**src/rtl/uart_tx_arbiter.sv**
```systemverilog
// Round-robin arbiter sharing one byte-wide UART transmitter among NUM_REQ requesters.
// Optionally locks the grant for a whole packet and paces bytes on the transmitter's busy flag.
module uart_tx_arbiter #(
  parameter int unsigned NUM_REQ       = 4,
  parameter int unsigned LOCK_PKT      = 1,
  parameter int unsigned START_TIMEOUT = 4
) (
  input  logic                       clk,
  input  logic                       rst_n,
  input  logic [NUM_REQ-1:0]         req_valid,
  input  logic [8*NUM_REQ-1:0]       req_data,
  input  logic [NUM_REQ-1:0]         req_last,
  output logic [NUM_REQ-1:0]         req_ready,
  output logic [7:0]                 tx_data,
  output logic                       tx_send,
  input  logic                       tx_sending,
  input  logic                       tx_ovf,
  output logic [$clog2(NUM_REQ)-1:0] grant_id,
  output logic                       busy,
  output logic                       err_start,
  output logic                       err_ovf
);

  localparam int unsigned IdW  = $clog2(NUM_REQ);
  localparam int unsigned CntW = $clog2(START_TIMEOUT);
  localparam logic [CntW-1:0] CntLast = CntW'(START_TIMEOUT - 1);
  localparam logic [IdW-1:0]  PtrInit = IdW'(NUM_REQ - 1);

  typedef enum logic [1:0] {StIdle, StXfer, StWaitStart, StWaitDone} state_e;

  state_e          state_q;
  logic [IdW-1:0]  ptr_q;
  logic [CntW-1:0] cnt_q;
  logic            last_q;

  logic [IdW-1:0]  winner;
  logic            any_valid;
  logic            sel_valid;
  logic            sel_last;
  logic [7:0]      sel_data;

  // Scan from the farthest offset down so the nearest valid index after ptr_q wins.
  always_comb begin
    logic [IdW-1:0] idx;
    winner    = ptr_q;
    any_valid = 1'b0;
    idx       = '0;
    for (int i = int'(NUM_REQ); i >= 1; i--) begin
      idx = IdW'((int'(ptr_q) + i) % int'(NUM_REQ));
      if (req_valid[idx]) begin
        winner    = idx;
        any_valid = 1'b1;
      end
    end
  end

  assign sel_valid = req_valid[grant_id];
  assign sel_last  = req_last[grant_id];
  assign sel_data  = req_data[{grant_id, 3'b000} +: 8];

  always_comb begin
    req_ready = '0;
    if (state_q == StXfer) req_ready[grant_id] = sel_valid;
  end

  assign busy = (state_q != StIdle);

  always_ff @(posedge clk or negedge rst_n) begin
    if (!rst_n) begin
      state_q   <= StIdle;
      ptr_q     <= PtrInit;
      cnt_q     <= '0;
      last_q    <= 1'b0;
      grant_id  <= '0;
      tx_data   <= 8'h00;
      tx_send   <= 1'b0;
      err_start <= 1'b0;
      err_ovf   <= 1'b0;
    end else begin
      tx_send <= 1'b0;
      if (tx_ovf) err_ovf <= 1'b1;
      unique case (state_q)
        StIdle: begin
          if (any_valid && !tx_sending) begin
            grant_id <= winner;
            state_q  <= StXfer;
          end
        end
        StXfer: begin
          // A stalled requester keeps the grant; no other source can slip in mid-packet.
          if (sel_valid) begin
            tx_data <= sel_data;
            tx_send <= 1'b1;
            last_q  <= (LOCK_PKT == 0) ? 1'b1 : sel_last;
            cnt_q   <= '0;
            state_q <= StWaitStart;
          end
        end
        StWaitStart: begin
          if (tx_sending) begin
            state_q <= StWaitDone;
          end else if (cnt_q == CntLast) begin
            err_start <= 1'b1;
            ptr_q     <= grant_id;
            state_q   <= StIdle;
          end else begin
            cnt_q <= cnt_q + CntW'(1);
          end
        end
        StWaitDone: begin
          if (!tx_sending) begin
            if (last_q) begin
              ptr_q   <= grant_id;
              state_q <= StIdle;
            end else begin
              state_q <= StXfer;
            end
          end
        end
        default: state_q <= StIdle;
      endcase
    end
  end

endmodule

```
**config.mk**
```make
export PLATFORM = sky130hd
export DESIGN_NAME = uart_tx_arbiter
export DESIGN_NICKNAME = d
export VERILOG_FILES = /design/src/rtl/uart_tx_arbiter.sv
export SDC_FILE = /design/constraint.sdc
export NUM_CORES = 1
export LEC_CHECK = 0
export CORE_MARGIN = 8
export CORE_UTILIZATION = 35
export DETAILED_ROUTE_END_ITERATION = 7
export PLACE_DENSITY = 0.73
export SETUP_SLACK_MARGIN = 0.15
export SYNTH_ARGS = -nofsm -noshare
export SYNTH_HDL_FRONTEND = slang
export SYNTH_SLANG_ARGS = --single-unit
```
**constraint.sdc**
```tcl
create_clock -name clk -period 2.85 [get_ports clk]
set_input_delay 0.57 -clock clk [delete_from_list [all_inputs] [get_ports clk]]
set_output_delay 0.57 -clock clk [all_outputs]
set_load 0.02 [all_outputs]
```
# Word level (Yosys, flattened, before mapping)
# Cells that the tools add are included.
[totals] out_inout_bits=18 in_bits=44 regBits=20
[classes] n_eq_ne=12 bitwise_logic=2 muxes=41 addsub=5 order_cmp=6 n_shift=1 reduce_logical=13
[ops] operator="$mux 2" count=16
[ops] operator="$shiftx 32x6->8" count=1
[ops] operator="$lt 2x3->1 const B" count=5
[ops] operator="$mux 1" count=14
[ops] operator="$ne 2x2->1 const B" count=7
[ops] operator="$bmux 1 s2" count=6
[ops] operator="$pmux 2 s2" count=2
[ops] operator="$pmux 2 s4" count=1
[ops] operator="$reduce_and 4->1" count=2
[ops] operator="$add 2x1->2 const B" count=3
[ops] operator="$eq 2x2->1 const B" count=3
[ops] operator="$reduce_bool 2->1" count=3
[ops] operator="$reduce_and 5->1" count=1
[ops] operator="$add 2x2->2 const B" count=2
[ops] operator="$and 4x4->4" count=1
[ops] operator="$mux 4" count=1
[ops] operator="$reduce_and 2->1" count=2
[ops] operator="$ne 3x3->1 const B" count=1
[ops] operator="$reduce_and 3->1" count=1
[ops] operator="$demux 1 s2" count=1
[ops] operator="$eq 2x1->1 const B" count=1
[ops] operator="$ge 2x1->1 const B" count=1
[ops] operator="$logic_and 1x1->1" count=2
[ops] operator="$logic_not 2->1" count=1
[ops] operator="other kinds (2)" count=2

# Logic depth before layout (Yosys ltp)
# Gate-level depths: netlist of the first run.
[logic_depth] word_depth=10 mapped_depth=6

# Least setup slack after synthesis of the first run
# Ideal clock, no wire load.
[synth_timing] path_kind="flip-flop to output port" from="reg grant_id[1]" to="out req_ready[2]" setup_slack_ns=0.626 t_arrival_ns=1.654 n_path_buf=2 path_stages_with_launch=7 path_cell_list="dfrtp_1 -> buf_6 -> mux4_2 -> nand2_2 -> inv_2 -> buf_6 -> and3_1"
[synth_between] elab_chain_cells=6 elab_cells_between_ends=9
[synth_rtl] element="from (decl)" line_no="18" source="output logic [$clog2(NUM_REQ)-1:0] grant_id,"
[synth_rtl] element="from (signal assigned)" line_no="85" source="grant_id <= winner;"
[synth_rtl] element="$lt 2x3->1 (implied by the code) / $ge 2x1->1 (equally long branches)" line_no="63" source="if (state_q == StXfer) req_ready[grant_id] = sel_valid;"
[synth_rtl] element="$logic_and 1x1->1 (implied by the code)" line_no="63"
[synth_rtl] element="$mux 1 (implied by the code)" line_no="63"
[synth_rtl] element="$demux 1 s2" line_no="63"
[synth_rtl] element="$and 4x4->4 (no line) *"
[synth_rtl] element="$mux 4 *" line_no="63"
[synth_rtl] element="to (decl)" line_no="13" source="output logic [NUM_REQ-1:0] req_ready,"
# Mark *: on every way between the ends. The rest lies on a longest branch, timed or not. The select of a mux whose other input is x is not followed.

# Worst setup path in the final report of the first run
[layout_timing] from="in req_valid[1]" to="out req_ready[1]"
[layout_between] elab_chain_cells=4
[layout_rtl] element="from (decl)" line_no="10" source="input logic [NUM_REQ-1:0] req_valid,"
[layout_rtl] element="$bmux 1 s2" line_no="57" source="assign sel_valid = req_valid[grant_id];"
[layout_rtl] element="$mux 1 (implied by the code)" line_no="57"
[layout_rtl] element="$and 4x4->4 (no line)"
[layout_rtl] element="$mux 4" line_no="63"
# Every way passes these cells. The select of a mux whose other input is x is not followed.

==> flow_summary.toml, run 1 <==
[status]
status = "finished clean"

[timing]
period_share = 0.940
fin_skew_ns = 0.00638
rsz0062_at_grt = "false"
slew_viol_final = 0
max_clock_freq_ghz = 0.373
hold_viol = 0
slew_headroom = 0.408
tns_ns = 0
setup_slack_ns = 0.172
setup_viol = 0
worstMarginPinSlew_ns = 0.885
final.min_clock_period_ns = 2.68
holdWs_ns = 0.481

[run]
cap_violations = 0

[finish]
final_util = 0.559
final_nets = 214
fill_cells = 329
drive_gt1_frac = 0.232
area_growth_pct = 57.8
antenna_cells = 0

[power]
p_sw_w = 0.000686
switching_share = 0.365
clockPowerShare = 0.124
p_int_w = 0.00120
power_density_nw_per_um2 = 940
power_frac_comb = 0.589
power_w = 0.00188
pwr-share-seq = 0.286
ir_worst_vdd_v = 0.000647
cellLeakagePower_nw = 0.829

[drt]
drc = 0
routed_wl_mm = 3.67
ant_nets = 0
wl_per_cell_um = 17.0
drtIter0Drc = 65
vias_per_cell = 5.16
vias = 1115
dr.pass1.iters = 4

[synth]
syn_area_um2 = 1270
yosysMostFrequentCell = "dfrtp_1"
syn_avg_cell_area_um2 = 12.3
synth_area_leaders = "dfrtp_1 (36%), mux4_2 (14%), mux2_4 (8.3%)"
syn_inst = 103
synth_top_cell_by_area = "dfrtp_1"
synth-edff-count = 0
synth_top_area_frac = 0.355
synth_seq_cells = 20
synth_nets = 148
ys_seq_area_frac = 0.396
synth_ff_type = "dfrtp_1"
synth.distinct_cells = 37
synth_common_cells = "dfrtp_1 (18), mux4_2 (8), mux2_4 (7), nand2_1 (7), nor2_1 (5)"
async_flop_share = 1.00
yosys_warnings = 0

[die]
start_util = 0.355
chipHeight_um = 76.2
ios = 62
core_area_um2 = 3580
die_w_um = 76.2
rows = 22
dieArea_um2 = 5810

[global_routing]
grt_pass1_wl_mm = 5.91
grt_max_degree = 21
antenna_found_initial = 0
grt_pass1_vias = 1195
grtUsageTotal = 0.123
overflow = 0

[clock_network]
cts-root-buf = "clkbuf_4"
clk_latency_ns = 0.31
postCtsHoldBufs = 0
cts_tree = "yes"
htreeDepth = 1
path_clk_slew_ns = 0.12
cts_buffers = 3
cts_setup_buffers = 0
clockBufferDepth = 2
clock_sinks = 20

[setup_path]
critPathKind = "primary input to output pin"
crit_fanout = 6
arrival_ns = 2.11
cp-start-kind = "primary input"
worstRegToRegCells = 5
cp.required_ns = 2.28
end_kind = "output pin"

[place]
port_buffers = 61
finalWeightedCongestion = 0.843
place_ws_ns = -0.159
dpl.hpwl_mm = 2.93

[worst_hold_path]
hp-class = "flip-flop to flip-flop"
min_path_cells = 1
power groups by stage:
stage	combinational [W]	sequential [W]	clock, W
final	0.00111	0.000538	0.000234
after global placement	0.00109	0.000536	0
after floorplan	0.000649	0.000607	0
after detailed placement	0.00112	0.000541	0
after global routing	0.00119	0.000559	0.000251
after CTS	0.00112	0.000535	0.000238
stage by stage:
step,cells,instance area [um2]
detailed placement,212,1950
floorplan,103,1270
global route,216,2000
CTS,216,2000
global placement,212,1950
finish,216,2000
per-layer routing:
layer  GRT usage  vias up  routed length [um]
met5           0        -                   0
met4      0.0346        0                  63
met3      0.0413        6                 182
met2       0.219       39                1940
met1       0.136      550                1490
li1            -      520                   -
cell families (layout without fill, tap and decap cells):
family,count (synthesis),count (layout),synth area share
adder cells (fa/ha/maj),1,1,0.00986
buffers and inverters,11,76,0.0454
AO/OA/AOI/OAI,15,15,0.0878
AND/OR/NAND/NOR,33,33,0.144
flip-flops,20,20,0.396
multiplexers,23,23,0.317
placed cells by master, fill, tap and decap left out, drive strengths merged, types with 4 or more instances in the layout:
| master | instances |
|---|---|
| buf | 7 |
| nand2b | 4 |
| mux4 | 10 |
| clkbuf | 4 |
| dfrtp | 18 |
| nor2 | 5 |
| inv | 4 |
| clkdlybuf4s50 | 58 |
| mux2 | 10 |
| nand2 | 8 |
worst paths after layout:
path | from | end | slack, ns
min | err_ovf | err_ovf | 0.48
max | req_valid[1] | req_ready[1] | 0.17
max reg2reg | grant_id[1] | last_q | 1.14
max in group asynchronous | rst_n | state_q[0] | 1.50
min reg2reg | err_ovf | err_ovf | 0.48
min in group asynchronous | rst_n | cnt_q[0] | 0.75
area by class of cell:
type                    count  area, um2  area share
clock inverters             1       30.0      0.0150
well taps                  48       60.1      0.0300
flip-flops and latches     20        504       0.252
multi-input cells          72        711       0.355
inverters                   4       15.0     0.00750
repair buffers             68        659       0.329
clock buffers               3       22.5      0.0113
sequential cells by signal, indices dropped and copies added (netlist names):
signal     count
cnt_q          2
err_ovf        1
err_start      1
grant_id       2
last_q         1
ptr_q          2
state_q        2
tx_data        8
tx_send        1
worst max-delay path, cell delays in order:
cell and delay, ns:
clkdlybuf4s50_1 0.51, buf_4 0.16, nor3b_1 0.21, clkdlybuf4s50_1 0.65
what timing repair did:
item / in CTS / in global routing
gates resized for setup: 2 / 5
endpoints found under the setup margin: 2 / 2
cloned: 0 / 0
No activity file was read; power rests on OpenSTA's default activity.
==> run 2, diff against run 1 <==
--- a/config.mk
+++ b/config.mk
@@ -7,6 +7,7 @@
 export LEC_CHECK = 0
 export CORE_MARGIN = 8
 export CORE_UTILIZATION = 35
+export CTS_CLUSTER_DIAMETER = 50
 export DETAILED_ROUTE_END_ITERATION = 7
 export PLACE_DENSITY = 0.73
 export SETUP_SLACK_MARGIN = 0.15
==> results of run 2 <==
No change in the layout: final DEF, timing and power equal those of run 1.
==> run 3, diff against run 2 <==
--- a/config.mk
+++ b/config.mk
@@ -10,7 +10,7 @@
 export CTS_CLUSTER_DIAMETER = 50
 export DETAILED_ROUTE_END_ITERATION = 7
 export PLACE_DENSITY = 0.73
-export SETUP_SLACK_MARGIN = 0.15
+export SETUP_SLACK_MARGIN = 0.5
 export SYNTH_ARGS = -nofsm -noshare
 export SYNTH_HDL_FRONTEND = slang
 export SYNTH_SLANG_ARGS = --single-unit
==> flow_summary.toml, run 3 (same netlist as run 1, synthesis figures left out) <==
[status]
status = "finished clean"

[timing]
rsz0062_at_grt = "false"
setup_viol = 0
setup_slack_ns = 0.557
fin_skew_ns = 0.00656
final.min_clock_period_ns = 2.29
slew_headroom = 0.408
period_share = 0.805
hold_viol = 0
max_clock_freq_ghz = 0.436
slew_viol_final = 0
worstMarginPinSlew_ns = 0.885

[run]
cap_violations = 0

[worst_hold_path]
hp-class = "flip-flop to flip-flop"
min_path_cells = 1
hold_start = "err_ovf"
hold_path_end = "err_ovf"

[global_routing]
antenna_found_initial = 0
use_met2 = 0.224
grtUsageTotal = 0.125
met3_usage = 0.0413
grt_pass1_vias = 1203
grt.met1_usage = 0.136
grt_max_degree = 21
grt_pass1_wl_mm = 5.97
overflow = 0
gr-max-usage-layer = "met2"

[place]
port_buffers = 61
placed_area_um2 = 1950
dpl.hpwl_mm = 2.93
place_ws_ns = -0.159
finalWeightedCongestion = 0.843

[drt]
routed_wl_mm = 3.64
ant_nets = 0
vias_per_cell = 5.16
vias = 1120
wl_per_cell_um = 16.8
drtIter0Drc = 55
drc = 0
dr.pass1.iters = 4

[finish]
final_util = 0.563
antenna_cells = 0
mostFrequentLayoutCell = "clkdlybuf4s50_1"
area_growth_pct = 58.9
stdcell_area_um2 = 2020
largest-register = "tx_data"
drive_gt1_frac = 0.266
final_nets = 215
largest_reg_flops = 8
seq_area_um2 = 505
fill_cells = 323
multi_input_area_um2 = 726
final_cell_mix = "clkdlybuf4s50_1 (53), dfrtp_1 (16), buf_4 (9)"

[die]
start_util = 0.355
ios = 62
rows = 22
core_area_um2 = 3580
die_w_um = 76.2
chipHeight_um = 76.2
dieArea_um2 = 5810

[setup_path]
rrSetupSlack_ns = 1.14
cp-start-kind = "primary input"
critPathKind = "primary input to output pin"
crit_fanout = 3
r2r_end = "tx_data[4]"
end_kind = "output pin"
r2r-start = "grant_id[1]"
cp.required_ns = 2.28
arrival_ns = 1.72
worstRegToRegCells = 5

[power]
pwr-share-seq = 0.285
power_w = 0.00190
cellLeakagePower_nw = 0.841
p_sw_w = 0.000693
p_int_w = 0.00121
power_density_nw_per_um2 = 945
switching_share = 0.364
clockPowerShare = 0.122
ir_worst_vdd_v = 0.000643
power_frac_comb = 0.593

[clock_network]
cts_tree = "yes"
path_clk_slew_ns = 0.12
clockBufferDepth = 2
cts_buffers = 3
cts-root-buf = "clkbuf_4"
clk_latency_ns = 0.30
htreeDepth = 1
clock_sinks = 20
## run 3: worst max-delay path: stages
cell and delay (ns):
clkdlybuf4s15_1 0.19, mux4_2 0.51, nand2_4 0.11, inv_2 0.04, and3_4 0.17, buf_6 0.12
## run 3: cell type report
type | count | share of cell area
Multi-Input combinational cell | 72 | 0.360
Timing Repair Buffer | 69 | 0.326
Sequential cell | 20 | 0.251
Tap cell | 48 | 0.0298
Clock inverter | 1 | 0.0149
Clock buffer | 3 | 0.0112
Inverter | 4 | 0.00745
## run 3: how the worst max path moves through the flow
stage / to / startpoint / depth (start not counted)
final: req_ready[2] / req_valid[0] / 6
after global routing: req_ready[1] / grant_id[0] / 4
after CTS: req_ready[2] / req_valid[2] / 6
after detailed placement: req_ready[2] / req_valid[2] / 6
after global placement: req_ready[2] / req_valid[2] / 6
after floorplan: req_ready[2] / grant_id[1] / 6
## run 3: power groups by stage
stage | clock network (W) | registers (W) | logic (W)
after global routing | 0.000251 | 0.000564 | 0.00121
after detailed placement | 0 | 0.000541 | 0.00112
after global placement | 0 | 0.000536 | 0.00109
after floorplan | 0 | 0.000607 | 0.000649
after CTS | 0.000238 | 0.000536 | 0.00112
final | 0.000233 | 0.000543 | 0.00113
## run 3: what timing repair did
action	in CTS	in global routing
pin swaps	1	1
setup buffers	0	1
gates resized for setup	20	10
endpoints found under the setup margin	4	2
hold buffers	0	0
## run 3: through the flow
step | TNS (ns) | instances | hold slack (ns)
finish | 0 | 217 | 0.481
global route | 0 | 217 | 0.500
CTS | 0 | 216 | 0.485
detailed placement | -0.192 | 212 | 0.455
global placement | -0.103 | 212 | 0.438
floorplan | 0 | 103 | 0.274
## run 3: layer usage
metal	routed length, um	share of wire	vias up
met1	1460	0.40	550
met4	63	0.017	0
met5	0	0	-
met3	184	0.051	6
met2	1930	0.53	42
li1	-	-	522
